===== config.mk =====
export PLATFORM = sky130hd
export DESIGN_NAME = multicycle_ctrl
export DESIGN_NICKNAME = d
export VERILOG_FILES = /design/src/rtl/riscv_pkg.sv /design/src/rtl/multicycle_ctrl.sv
export SDC_FILE = /design/constraint.sdc
export NUM_CORES = 1
export LEC_CHECK = 0
export ABC_AREA = 1
export CORE_MARGIN = 2
export CORE_UTILIZATION = 47
export CTS_CLUSTER_DIAMETER = 30
export DETAILED_ROUTE_END_ITERATION = 6
export PLACE_DENSITY = 0.79
export SETUP_SLACK_MARGIN = 0.1
export SKIP_CTS_REPAIR_TIMING = 1
export SLEW_MARGIN = 15
export SYNTH_ARGS = -nofsm -noshare
export SYNTH_HDL_FRONTEND = slang
export SYNTH_SLANG_ARGS = --single-unit

===== constraint.sdc =====
create_clock -name clk -period 1.4 [get_ports clk]
set_input_delay 0.28 -clock clk [delete_from_list [all_inputs] [get_ports clk]]
set_output_delay 0.28 -clock clk [all_outputs]
set_load 0.1 [all_outputs]

===== src/rtl/riscv_pkg.sv =====
// Shared encodings for the multicycle mini RISC-V core: opcodes, control FSM
// states, datapath select encodings and the per-state control word.
package riscv_pkg;

   localparam logic [6:0] OP_LW  = 7'b0000011;
   localparam logic [6:0] OP_SW  = 7'b0100011;
   localparam logic [6:0] OP_BEQ = 7'b1100011;
   localparam logic [6:0] OP_JAL = 7'b1101111;
   localparam logic [6:0] OP_R   = 7'b0110011;
   localparam logic [6:0] OP_I   = 7'b0010011;

   typedef enum logic [3:0] {
      FETCH    = 4'd0,
      DECODE   = 4'd1,
      MEM_ADDR = 4'd2,
      MEM_RD   = 4'd3,
      MEM_WB   = 4'd4,
      MEM_WR   = 4'd5,
      EXEC_R   = 4'd6,
      EXEC_I   = 4'd7,
      ALU_WB   = 4'd8,
      BRANCH   = 4'd9,
      JUMP     = 4'd10,
      ILLEGAL  = 4'd11
   } state_e;

   typedef enum logic [1:0] {
      ALU_ADD   = 2'b00,
      ALU_SUB   = 2'b01,
      ALU_FUNCT = 2'b10
   } alu_op_e;

   typedef enum logic [1:0] {
      SRC_A_PC     = 2'd0,
      SRC_A_RS1    = 2'd1,
      SRC_A_OLD_PC = 2'd2
   } src_a_e;

   typedef enum logic [1:0] {
      SRC_B_REG  = 2'd0,
      SRC_B_FOUR = 2'd1,
      SRC_B_IMM  = 2'd2
   } src_b_e;

   typedef enum logic [1:0] {
      WB_ALUOUT = 2'd0,
      WB_MDR    = 2'd1,
      WB_PC     = 2'd2
   } wb_sel_e;

   // State-only (Moore) part of the control word. Handshake-dependent terms
   // (fetch completion, store completion) are added outside this struct.
   typedef struct packed {
      logic    pc_write;
      logic    pc_write_cond;
      logic    pc_source;
      logic    i_or_d;
      logic    mem_read;
      logic    mem_write;
      logic    reg_write;
      wb_sel_e mem_to_reg;
      src_a_e  alu_src_a;
      src_b_e  alu_src_b;
      alu_op_e alu_op;
      logic    retire;
      logic    halted;
   } ctrl_t;

   // Control word presented while sitting in state s.
   function automatic ctrl_t moore_ctrl(input state_e s);
      ctrl_t c;
      c = '0;
      case (s)
         FETCH: begin
            c.mem_read  = 1'b1;
            c.alu_src_a = SRC_A_PC;
            c.alu_src_b = SRC_B_FOUR;
            c.alu_op    = ALU_ADD;
         end
         DECODE: begin
            c.alu_src_a = SRC_A_OLD_PC;
            c.alu_src_b = SRC_B_IMM;
            c.alu_op    = ALU_ADD;
         end
         MEM_ADDR: begin
            c.alu_src_a = SRC_A_RS1;
            c.alu_src_b = SRC_B_IMM;
            c.alu_op    = ALU_ADD;
         end
         MEM_RD: begin
            c.mem_read = 1'b1;
            c.i_or_d   = 1'b1;
         end
         MEM_WB: begin
            c.reg_write  = 1'b1;
            c.mem_to_reg = WB_MDR;
            c.retire     = 1'b1;
         end
         MEM_WR: begin
            c.mem_write = 1'b1;
            c.i_or_d    = 1'b1;
         end
         EXEC_R: begin
            c.alu_src_a = SRC_A_RS1;
            c.alu_src_b = SRC_B_REG;
            c.alu_op    = ALU_FUNCT;
         end
         EXEC_I: begin
            c.alu_src_a = SRC_A_RS1;
            c.alu_src_b = SRC_B_IMM;
            c.alu_op    = ALU_FUNCT;
         end
         ALU_WB: begin
            c.reg_write  = 1'b1;
            c.mem_to_reg = WB_ALUOUT;
            c.retire     = 1'b1;
         end
         BRANCH: begin
            c.alu_src_a     = SRC_A_RS1;
            c.alu_src_b     = SRC_B_REG;
            c.alu_op        = ALU_SUB;
            c.pc_write_cond = 1'b1;
            c.pc_source     = 1'b1;
            c.retire        = 1'b1;
         end
         JUMP: begin
            c.reg_write  = 1'b1;
            c.mem_to_reg = WB_PC;
            c.pc_write   = 1'b1;
            c.pc_source  = 1'b1;
            c.retire     = 1'b1;
         end
         ILLEGAL: c.halted = 1'b1;
         default: c.halted = 1'b1;
      endcase
      return c;
   endfunction

endpackage


===== src/rtl/multicycle_ctrl.sv =====
// Control FSM for the shared multicycle mini RISC-V datapath. One phase per
// cycle; FETCH, MEM_RD and MEM_WR wait on mem_ready so memory latency may vary.
module multicycle_ctrl
   import riscv_pkg::*;
(
   input  logic       clk,
   input  logic       rst_n,
   input  logic [6:0] opcode,
   input  logic       zero,
   input  logic       mem_ready,
   output logic       pc_write,
   output logic       pc_write_cond,
   output logic       pc_source,
   output logic       i_or_d,
   output logic       mem_read,
   output logic       mem_write,
   output logic       ir_write,
   output logic       reg_write,
   output logic [1:0] mem_to_reg,
   output logic [1:0] alu_src_a,
   output logic [1:0] alu_src_b,
   output logic [1:0] alu_op,
   output logic       retire,
   output logic       halted,
   output logic [3:0] state
);

   state_e state_q;
   state_e state_d;
   ctrl_t  ctrl_q;
   logic   fetch_done;
   logic   store_done;

   // The branch outcome is applied by the datapath (pc_write_cond & zero), so
   // zero does not steer the sequence.
   logic   unused_zero;
   assign unused_zero = zero;

   // Next-state selection; opcode only matters in DECODE and MEM_ADDR.
   always_comb begin
      // NOTE: default first so every path assigns state_d and no latch is inferred.
      state_d = state_q;
      case (state_q)
         FETCH:    if (mem_ready) state_d = DECODE;
         DECODE: begin
            case (opcode)
               OP_LW, OP_SW: state_d = MEM_ADDR;
               OP_R:         state_d = EXEC_R;
               OP_I:         state_d = EXEC_I;
               OP_BEQ:       state_d = BRANCH;
               OP_JAL:       state_d = JUMP;
               default:      state_d = ILLEGAL;
            endcase
         end
         MEM_ADDR: begin
            if (opcode == OP_LW)      state_d = MEM_RD;
            else if (opcode == OP_SW) state_d = MEM_WR;
            else                      state_d = ILLEGAL;
         end
         MEM_RD:   if (mem_ready) state_d = MEM_WB;
         MEM_WR:   if (mem_ready) state_d = FETCH;
         EXEC_R,
         EXEC_I:   state_d = ALU_WB;
         MEM_WB,
         ALU_WB,
         BRANCH,
         JUMP:     state_d = FETCH;
         ILLEGAL:  state_d = ILLEGAL;
         default:  state_d = ILLEGAL;
      endcase
   end

   // State register plus the registered Moore control word for the coming state.
   always_ff @(posedge clk or negedge rst_n) begin
      if (!rst_n) begin
         // NOTE: the control word resets to the FETCH pattern so memory is
         // requested in the very first cycle after release; the rst_n mask
         // below keeps every output at 0 while reset is held.
         state_q <= FETCH;
         ctrl_q  <= moore_ctrl(FETCH);
      end else begin
         // NOTE: non-blocking so state and control word update together from
         // the same pre-edge values.
         state_q <= state_d;
         ctrl_q  <= moore_ctrl(state_d);
      end
   end

   // Handshake completions that must act in the same cycle mem_ready arrives.
   assign fetch_done = (state_q == FETCH)  && mem_ready;
   assign store_done = (state_q == MEM_WR) && mem_ready;

   // Outputs: registered control word plus same-cycle handshake terms, all
   // forced low the moment rst_n falls so no partial write can escape.
   assign pc_write      = rst_n & (ctrl_q.pc_write | fetch_done);
   assign ir_write      = rst_n & fetch_done;
   assign retire        = rst_n & (ctrl_q.retire | store_done);
   assign pc_write_cond = rst_n & ctrl_q.pc_write_cond;
   assign pc_source     = rst_n & ctrl_q.pc_source;
   assign i_or_d        = rst_n & ctrl_q.i_or_d;
   assign mem_read      = rst_n & ctrl_q.mem_read;
   assign mem_write     = rst_n & ctrl_q.mem_write;
   assign reg_write     = rst_n & ctrl_q.reg_write;
   assign halted        = rst_n & ctrl_q.halted;
   assign mem_to_reg    = {2{rst_n}} & ctrl_q.mem_to_reg;
   assign alu_src_a     = {2{rst_n}} & ctrl_q.alu_src_a;
   assign alu_src_b     = {2{rst_n}} & ctrl_q.alu_src_b;
   assign alu_op        = {2{rst_n}} & ctrl_q.alu_op;
   assign state         = state_q;

endmodule


==> metrics.md, run 1 <==
| Metric | Value |
|---|---|
| Vias | around 1400 |
| Data required time of the worst path | 1120 ps |
| CTS Buf Count | 3 |
| Reg-to-reg critical path startpoint | state[1]$_DFF_PN0_ |
| Largest net degree at the start of global routing | 13 |
| Chip height | around 54 um |
| Core Box Area | about 0.0024 mm^2 |
| Initial Util | between 40% and 50% |
| Crit share post-route | 130% |
| Synth Cell Area | 0.00117 mm^2 |
| Setup violators final | 28 |
| Final RePlAce weighted congestion | roughly 0.80 |
| Row count | 18 |
| Via density | approximately 5.6 |
| Synth Instances | 153 |
| Drt wl/cell | 20.8 um |
| Crit Path Max Fanout | 4 |
| Clock slew at reported path FFs | approximately 130 ps |
| Fin util | slightly below 100% |
| Die ar. | just under 0.003 mm^2 |
| WL final | between 5000 and 6000 um |
| Actual slew at the worst max-slew pin | roughly 330 ps |
| Sequential share of the synthesized area | 43.1% |
| Routed Antenna Nets | 0 |
| Remaining global-route overflow | 0 |
| Max_slew headroom | slightly below 80% |
| Arrival time worst endpoint | around 1500 ps |
| Worst-Skew Late Latency | around 320 ps |
| CP startpoint | state[3]$_DFF_PN0_ |
| Vias in the first global route | between 1000 and 1500 |
| Slew Viols, Final | 0 |
| Pre-CTS setup slack | -458 ps |
| Root buffer cell | clkbuf_4 |
| Worst setup path endpoint | pc_write |
| Total power divided by cell area | between 500 and 600 mW/mm^2 |
| Pwr Total | between 1 and 1.5 mW |
| Syn avg cell area | 7.62 um^2 |
| Int Power | between 0.9 and 1 mW |
| Worst Skew | between 3 and 4 ps |
| Num Clock Sinks | 20 |
| Kind of critical path | reg -> out |
| CP cell instances | nor2_4 -> nand3_4 -> o21ai_4 -> buf_12 |
| Syn nets | 164 |
| Failing checks | negative setup slack |
| NumNets Final | ~230 |
| Drc violations | 0 |
| 1st-iter DRT viols | 77 |
| HPWL after DPL | between 2000 and 2500 um |
| H-tree Lvls | 1 |
| Num ports | 33 |
| Clock share of power | roughly two fifths |
| Die W | 53.8 um |
| Worst Reg2Reg Path Length in Cells | 11 |
| Max stage delay cell, worst path | dfrtp_4 |
| Period minus WS final | 1810 ps |
| Nature of the critical path endpoint | output port |
| Sw Share | about 25% |
| Initial antenna violation count | 0 |
| Max incr delay on CP | 540 ps |
| Deepest clock path buffer count | 2 |
| Max-Cap Viols | 0 |
| Worst IR Drop VDD | around 0.0013 V |
| Post-synth cell types | 22 |
| Total global-route track usage | between 20% and 30% |
| TritonCTS clock tree | built |
| P&R area growth vs syn | 102% |
| Max Clock Freq | 0.551 GHz |
| Outcome | complete, but fails checks |
| Final worst slack | -414 ps |
| Final hold vios | 0 |
| Comb pwr share | 11.7% |
| Startpoint types | flop |
| Antenna Cells | 0 |
| Share of cells above drive strength 1 | between 60% and 70% |
| Reg power frac | approximately 47% |
| First-pass GRT wire length | 5120 um |
| IO Port Bufs | 31 |
| FF-to-FF End | ctrl_q[13]$_DFF_PN0_ |
| Unrepaired setup endpoints after global routing | yes |
| R2R setup slack | -390 ps |
| Detailed Routing Iterations Pass 1 | 4 |
| Flops & latches, synth | 20 |
| Synth warnings | 0 |
| Min-delay worst type | in -> async |
| Leak pwr | ~1.1 nW |
| Net Sw Power | roughly 0.31 mW |
[worst min-delay path by stage]
stage / startpoint / endpoint / slack [ps] / depth (start not counted)
2_1_floorplan: rst_n / ctrl_q[0]$_DFF_PN0_ / -20 / 0
3_3_place_gp: rst_n / ctrl_q[7]$_DFF_PN0_ / 150 / 1
3_5_place_dp: rst_n / ctrl_q[7]$_DFF_PN0_ / 160 / 1
4_1_cts: rst_n / ctrl_q[3]$_DFF_PN0_ / -180 / 1
5_1_grt: rst_n / ctrl_q[6]$_DFF_PN0_ / -1 / 2
6_report: rst_n / ctrl_q[6]$_DFF_PN0_ / 20 / 2
[synthesized netlist by cell type (all sizes together)]
| library cell | count | area share, % |
|---|---|---|
| clkbuf | 2 | 0.64 |
| nand3 | 21 | 14 |
| inv | 41 | 13 |
| and2 | 1 | 0.75 |
| dfstp | 2 | 4.5 |
| nand3b | 1 | 0.64 |
| dfrtp | 18 | 39 |
| nand2 | 45 | 16 |
| a22oi | 1 | 0.64 |
| a21boi | 1 | 0.64 |
| nor2 | 16 | 7.9 |
| o21ai | 2 | 0.86 |
| a21oi | 2 | 1.2 |
[worst max-delay path, delay by kind of cell (launching register included)]
kind | cells | cell delay, ps
flip-flops | 1 | 540
AO/OA/AOI/OAI | 1 | 170
buffers and inverters | 1 | 190
AND/OR/NAND/NOR | 2 | 300
[stage by stage]
stage | setup TNS (ps) | hold WS (ps) | cell area (um^2) | cells
6_report | -6720 | 15.1 | 2350 | 249
5_1_grt | -8390 | -0.981 | 2350 | 249
3_3_place_gp | -5230 | 155 | 2090 | 231
3_5_place_dp | -6250 | 155 | 2090 | 231
2_1_floorplan | -2310 | -15.6 | 1420 | 153
4_1_cts | -3110 | -180 | 2140 | 235
[power by group through the flow]
stage	Clock (mW)	Combinational [mW]	Sequential, mW
final	0.507	0.144	0.578
after global routing	0.531	0.151	0.578
after CTS	0.478	0.129	0.578
after detailed placement	0	0.128	0.589
after global placement	0	0.123	0.589
after floorplan	0	0.0643	0.589
[flip-flops by register name, summed over array words and instances, names as in the netlist]
register  cells
state         4
ctrl_q       16
[logic make-up (layout without fill, tap and decap cells)]
group                  Yosys count  in the layout  synth area share (%)
buffers and inverters           43            109                  13.8
AOI/OAI and AO/OA                6              6                  3.33
DFF                             20             20                  43.1
and+or+nand+nor                 84             84                  39.7
[placed cells by master, fill, tap and decap left out, types with 2 or more instances in the layout]
cell type and count:
dfrtp_1 14, nor2_2 2, nand3_1 8, dfrtp_4 4
nand2_2 11, buf_6 4, buf_12 23, clkinvlp_4 15
a21oi_4 2, nand2_1 21, inv_2 7, clkdlybuf4s50_1 8
clkbuf_4 3, nand2_4 13, nand3_4 6, nand3_2 7
nor2_4 9, inv_1 19, buf_4 27, nor2_1 5
dfstp_2 2
[final cells by class]
| type | count | area (um^2) |
|---|---|---|
| Clock buffer | 3 | 22.5 |
| Clock inverter | 1 | 30.0 |
| Fill cell | 35 | 56.3 |
| Inverter | 41 | 210 |
| Multi-Input combinational cell | 90 | 732 |
| Sequential cell | 20 | 518 |
| Tap cell | 30 | 37.5 |
| Timing Repair Buffer | 64 | 803 |
[layer usage]
| metal | vias up | global-route usage [%] | routed length [um] |
|---|---|---|---|
| met3 | 40 | 2.50 | 376 |
| met4 | 0 | 13.2 | 366 |
| met1 | 670 | 26.8 | 1790 |
| li1 | 583 | - | - |
| met2 | 113 | 48.2 | 2630 |
| met5 | - | 0 | 0 |
Power figures use the tool's default switching activity.
==> inputs of run 2 (changes only) <==
--- a/config.mk
+++ b/config.mk
@@ -10,10 +10,11 @@
 export CORE_UTILIZATION = 47
 export CTS_CLUSTER_DIAMETER = 30
 export DETAILED_ROUTE_END_ITERATION = 6
+export GPL_TIMING_DRIVEN = 0
 export PLACE_DENSITY = 0.79
 export SETUP_SLACK_MARGIN = 0.1
 export SKIP_CTS_REPAIR_TIMING = 1
-export SLEW_MARGIN = 15
+export SLEW_MARGIN = 0
 export SYNTH_ARGS = -nofsm -noshare
 export SYNTH_HDL_FRONTEND = slang
 export SYNTH_SLANG_ARGS = --single-unit
==> metrics.md, run 2 <==
| Metric | Value |
|---|---|
| Last stage reached | 5_1_grt |
| Synth warnings | 0 (unchanged) |
| Chip height | 53.8 um (unchanged) |
| Synth Instances | 153 (unchanged) |
| Placed Cells | 214 (-7.4%) |
| HPWL after DPL | 1990 um (-13%) |
| Top cells by area in the synthesized netlist | dfrtp_1 39%, inv_1 13%, nand2_1 12% |
| Flops & latches, synth | 20 (unchanged) |
| IO Port Bufs | 31 (unchanged) |
| Sequential share of the synthesized area | 43.1% (unchanged) |
| Root buffer cell | clkbuf_4 |
| Post-synth EDFFs | 0 (unchanged) |
| Row count | 18 (unchanged) |
| Deepest clock path buffer count | 2 (unchanged) |
| Syn nets | 164 (unchanged) |
| Top-count cell post-synth | inv_1 |
| Initial Util | 48.4% (unchanged) |
| Synth async-reset ratio | 100% (unchanged) |
| Area after DPL | 0.00177 mm^2 (-15%) |
| Num Clock Sinks | 20 (unchanged) |
| Outcome | did not finish |
| Yosys top cell by area | dfrtp_1 |
| CTS Buf Count | 3 (unchanged) |
| Post-synth cell types | 22 (unchanged) |
| Stop err | [ERROR DPL-0038] Utilization greater than 100%, impossible to legalize |
| Worst Endpoint after GRT Repair | retire |
| Die W | 53.8 um (unchanged) |
| Syn avg cell area | 7.62 um^2 (unchanged) |
| Area share of the largest cell type after synthesis | 38.6% (unchanged) |
| Worst EP kind | output port |
| Final RePlAce weighted congestion | 0.811 (+0.76%) |
| Num ports | 33 (unchanged) |
| Synth Cell Area | 0.00117 mm^2 (unchanged) |
| Post-synth top cells | 40 x inv_1, 38 x nand2_1, 18 x dfrtp_1, 14 x nand3_1, 9 x nor2_1 |
| Largest net degree at the start of global routing | 22 |
| Ys flop type | dfrtp_1 |
| H-tree Lvls | 1 (unchanged) |
| Pre-CTS setup slack | -2060 ps (-1600 ps) |
## run 2: cell counts after synthesis
No cell type changed its count.
## run 2: logic make-up after synthesis
kind of cell | share of synthesized area [%]
AO/OA/AOI/OAI | 3.33
buffers and inverters | 13.8
flip-flops | 43.1
AND/OR/NAND/NOR | 39.7
## run 2: stage by stage
stage          hold slack (ps)  TNS (ps)  util, %
3_5_place_dp               693    -45040     73.5
4_1_cts                    501    -40350     75.6
2_1_floorplan            -15.6     -2310        -
3_3_place_gp               685    -43080     73.5
==> inputs of run 3 (changes only) <==
--- a/config.mk
+++ b/config.mk
@@ -6,13 +6,11 @@
 export NUM_CORES = 1
 export LEC_CHECK = 0
 export ABC_AREA = 1
-export CORE_MARGIN = 2
-export CORE_UTILIZATION = 47
-export CTS_CLUSTER_DIAMETER = 30
+export CORE_AREA = 2 2 63 65
 export DETAILED_ROUTE_END_ITERATION = 6
+export DIE_AREA = 0 0 65 67
 export GPL_TIMING_DRIVEN = 0
-export PLACE_DENSITY = 0.79
-export SETUP_SLACK_MARGIN = 0.1
+export PLACE_DENSITY_LB_ADDON = 0.15
 export SKIP_CTS_REPAIR_TIMING = 1
 export SLEW_MARGIN = 0
 export SYNTH_ARGS = -nofsm -noshare
==> metrics.md, run 3 (synthesized netlist as in run 1, its figures left out) <==
| Metric | Value |
|---|---|
| Outcome | complete, but fails checks |
| Failing checks | negative setup slack |
| Reg-to-reg critical path startpoint | state[3]$_DFF_PN0_ |
| Most common cell after layout, fill and taps aside | nand2_1 |
| Fin util | a little over half |
| P&R area growth vs syn | 63.5% |
| Worst path top cell family by delay | flip-flops |
| Clock slew at reported path FFs | approximately 70 ps |
| GR peak layer | met2 |
| GRT met2 Usage | slightly above 20% |
| Number of cells on the critical path | 4 |
| Max stage delay cell, worst path | dfrtp_4 |
| Final worst slack | -310 ps |
| Setup violators final | 18 |
| FF-to-FF End | ctrl_q[1]$_DFF_PN0_ |
| Via density | ~4.2 |
| Pwr Total | approximately 1.1 mW |
| Core Box Area | roughly 0.0036 mm^2 |
| Routed Antenna Nets | 0 |
| Deepest clock path buffer count | 2 (unchanged) |
| Kind of critical path | reg -> out |
| Worst IR Drop VDD | roughly 0.00027 V |
| Crit Path Max Fanout | 6 |
| Max_slew headroom | 44.8% |
| Die W | 65 um (+21%) |
| Remaining global-route overflow | 0 |
| WL final | roughly 2400 um |
| Total global-route track usage | between 10 and 15% |
| R2R setup slack | -180 ps |
| Final hold vios | 0 |
| Buffer and inverter count on the worst path | 1 |
| Die ar. | about 0.0044 mm^2 |
| H-tree Lvls | 1 (unchanged) |
| Antenna Cells | 0 |
| Max incr delay on CP | approximately 520 ps |
| Worst Skew | 4.84 ps |
| Max reg flops | 16 |
| Drc violations | 0 |
| Most frequent cells in the layout | 33 x nand2_1, 21 x inv_1, 15 x clkinvlp_4 |
| Max-Cap Viols | 0 |
| First-pass GRT wire length | roughly 3700 um |
| Arrival time worst endpoint | approximately 1400 ps |
| Num Clock Sinks | 20 (unchanged) |
| Drt wl/cell | roughly 9.9 um |
| GR Util met1 | 12.7% |
| Root buffer cell | clkbuf_8 |
| Vias in the first global route | around 900 |
| Nature of the critical path endpoint | output port |
| Slew Viols, Final | 0 |
| Final RePlAce weighted congestion | 0.781 (-3.7%) |
| Period minus WS final | around 1700 ps |
| NumNets Final | 204 |
| Chip height | 67 um (+25%) |
| Min-delay worst type | in -> async |
| Detailed Routing Iterations Pass 1 | 2 |
| 1st-iter DRT viols | 10 |
| Startpoint types | flop |
| Unrepaired setup endpoints after global routing | yes |
| TritonCTS clock tree | built |
| Leak pwr | just under 0.9 nW |
| Total negative setup slack | -2530 ps |
| Largest Register | ctrl_q |
| IO Port Bufs | 31 (unchanged) |
| Crit share post-route | 122% |
| CTS Buf Count | 3 (unchanged) |
| CP cell instances | nor2_4 -> nand3_4 -> o21ai_4 -> buf_12 |
| Row count | 22 (+4) |
| Initial antenna violation count | 0 |
| HPWL after DPL | 1790 um (-10%) |
| Max Clock Freq | roughly 0.58 GHz |
| GR Util met3 | under 10% |
| Vias | roughly 1000 |
| Total power divided by cell area | around 560 mW/mm^2 |
| Initial Util | 32.3% (-16 points) |
| Largest net degree at the start of global routing | 22 |
| Data required time of the worst path | about 1100 ps |
| Share of cells above drive strength 1 | 48.4% |
| Actual slew at the worst max-slew pin | a little over 800 ps |
| Num ports | 33 (unchanged) |
| Worst Reg2Reg Path Length in Cells | 9 |
| Worst-Skew Late Latency | between 200 and 300 ps |
| Post-route cell area | 0.00191 mm^2 |
| Area after DPL | 0.00168 mm^2 (-5.3%) |
run 3: how the worst max path moves through the flow:
stage                     slack (ps)        end               start
after floorplan                 -420   pc_write  state[2]$_DFF_PN0_
after global placement         -2170     halted               rst_n
after detailed placement       -2180  pc_source               rst_n
after CTS                      -2190  pc_source               rst_n
after global routing            -360   pc_write  state[3]$_DFF_PN0_
final                           -310   pc_write  state[3]$_DFF_PN0_
run 3: area by class of cell:
type                    instances  area (um^2)
clock buffers                   4         45.0
flip-flops and latches         20          518
fillers                       334         1700
multi-input cells              90          598
repair buffers                 35          460
plain buffers                   2         15.0
inverters                      41          210
well taps                      48         60.1
run 3: metrics by stage:
stage	instances	setup slack, ps	hold slack [ps]
after floorplan	153	-416	-15.6
after global placement	232	-2170	681
after detailed placement	232	-2180	690
after CTS	236	-2190	559
after global routing	240	-365	584
final	240	-310	564
run 3: layer usage:
| metal | up-vias | wire length [um] |
|---|---|---|
| met2 | 22 | 1280 |
| met4 | 0 | 31 |
| met5 | - | 0 |
| met3 | 4 | 93 |
| met1 | 461 | 956 |
| li1 | 529 | - |
run 3: where the power goes:
group | internal [mW] | total [mW] | switching, mW
logic | 0.0473 | 0.108 | 0.0608
clock network | 0.202 | 0.377 | 0.175
registers | 0.578 | 0.578 | 0
total | 0.827 | 1.06 | 0.236
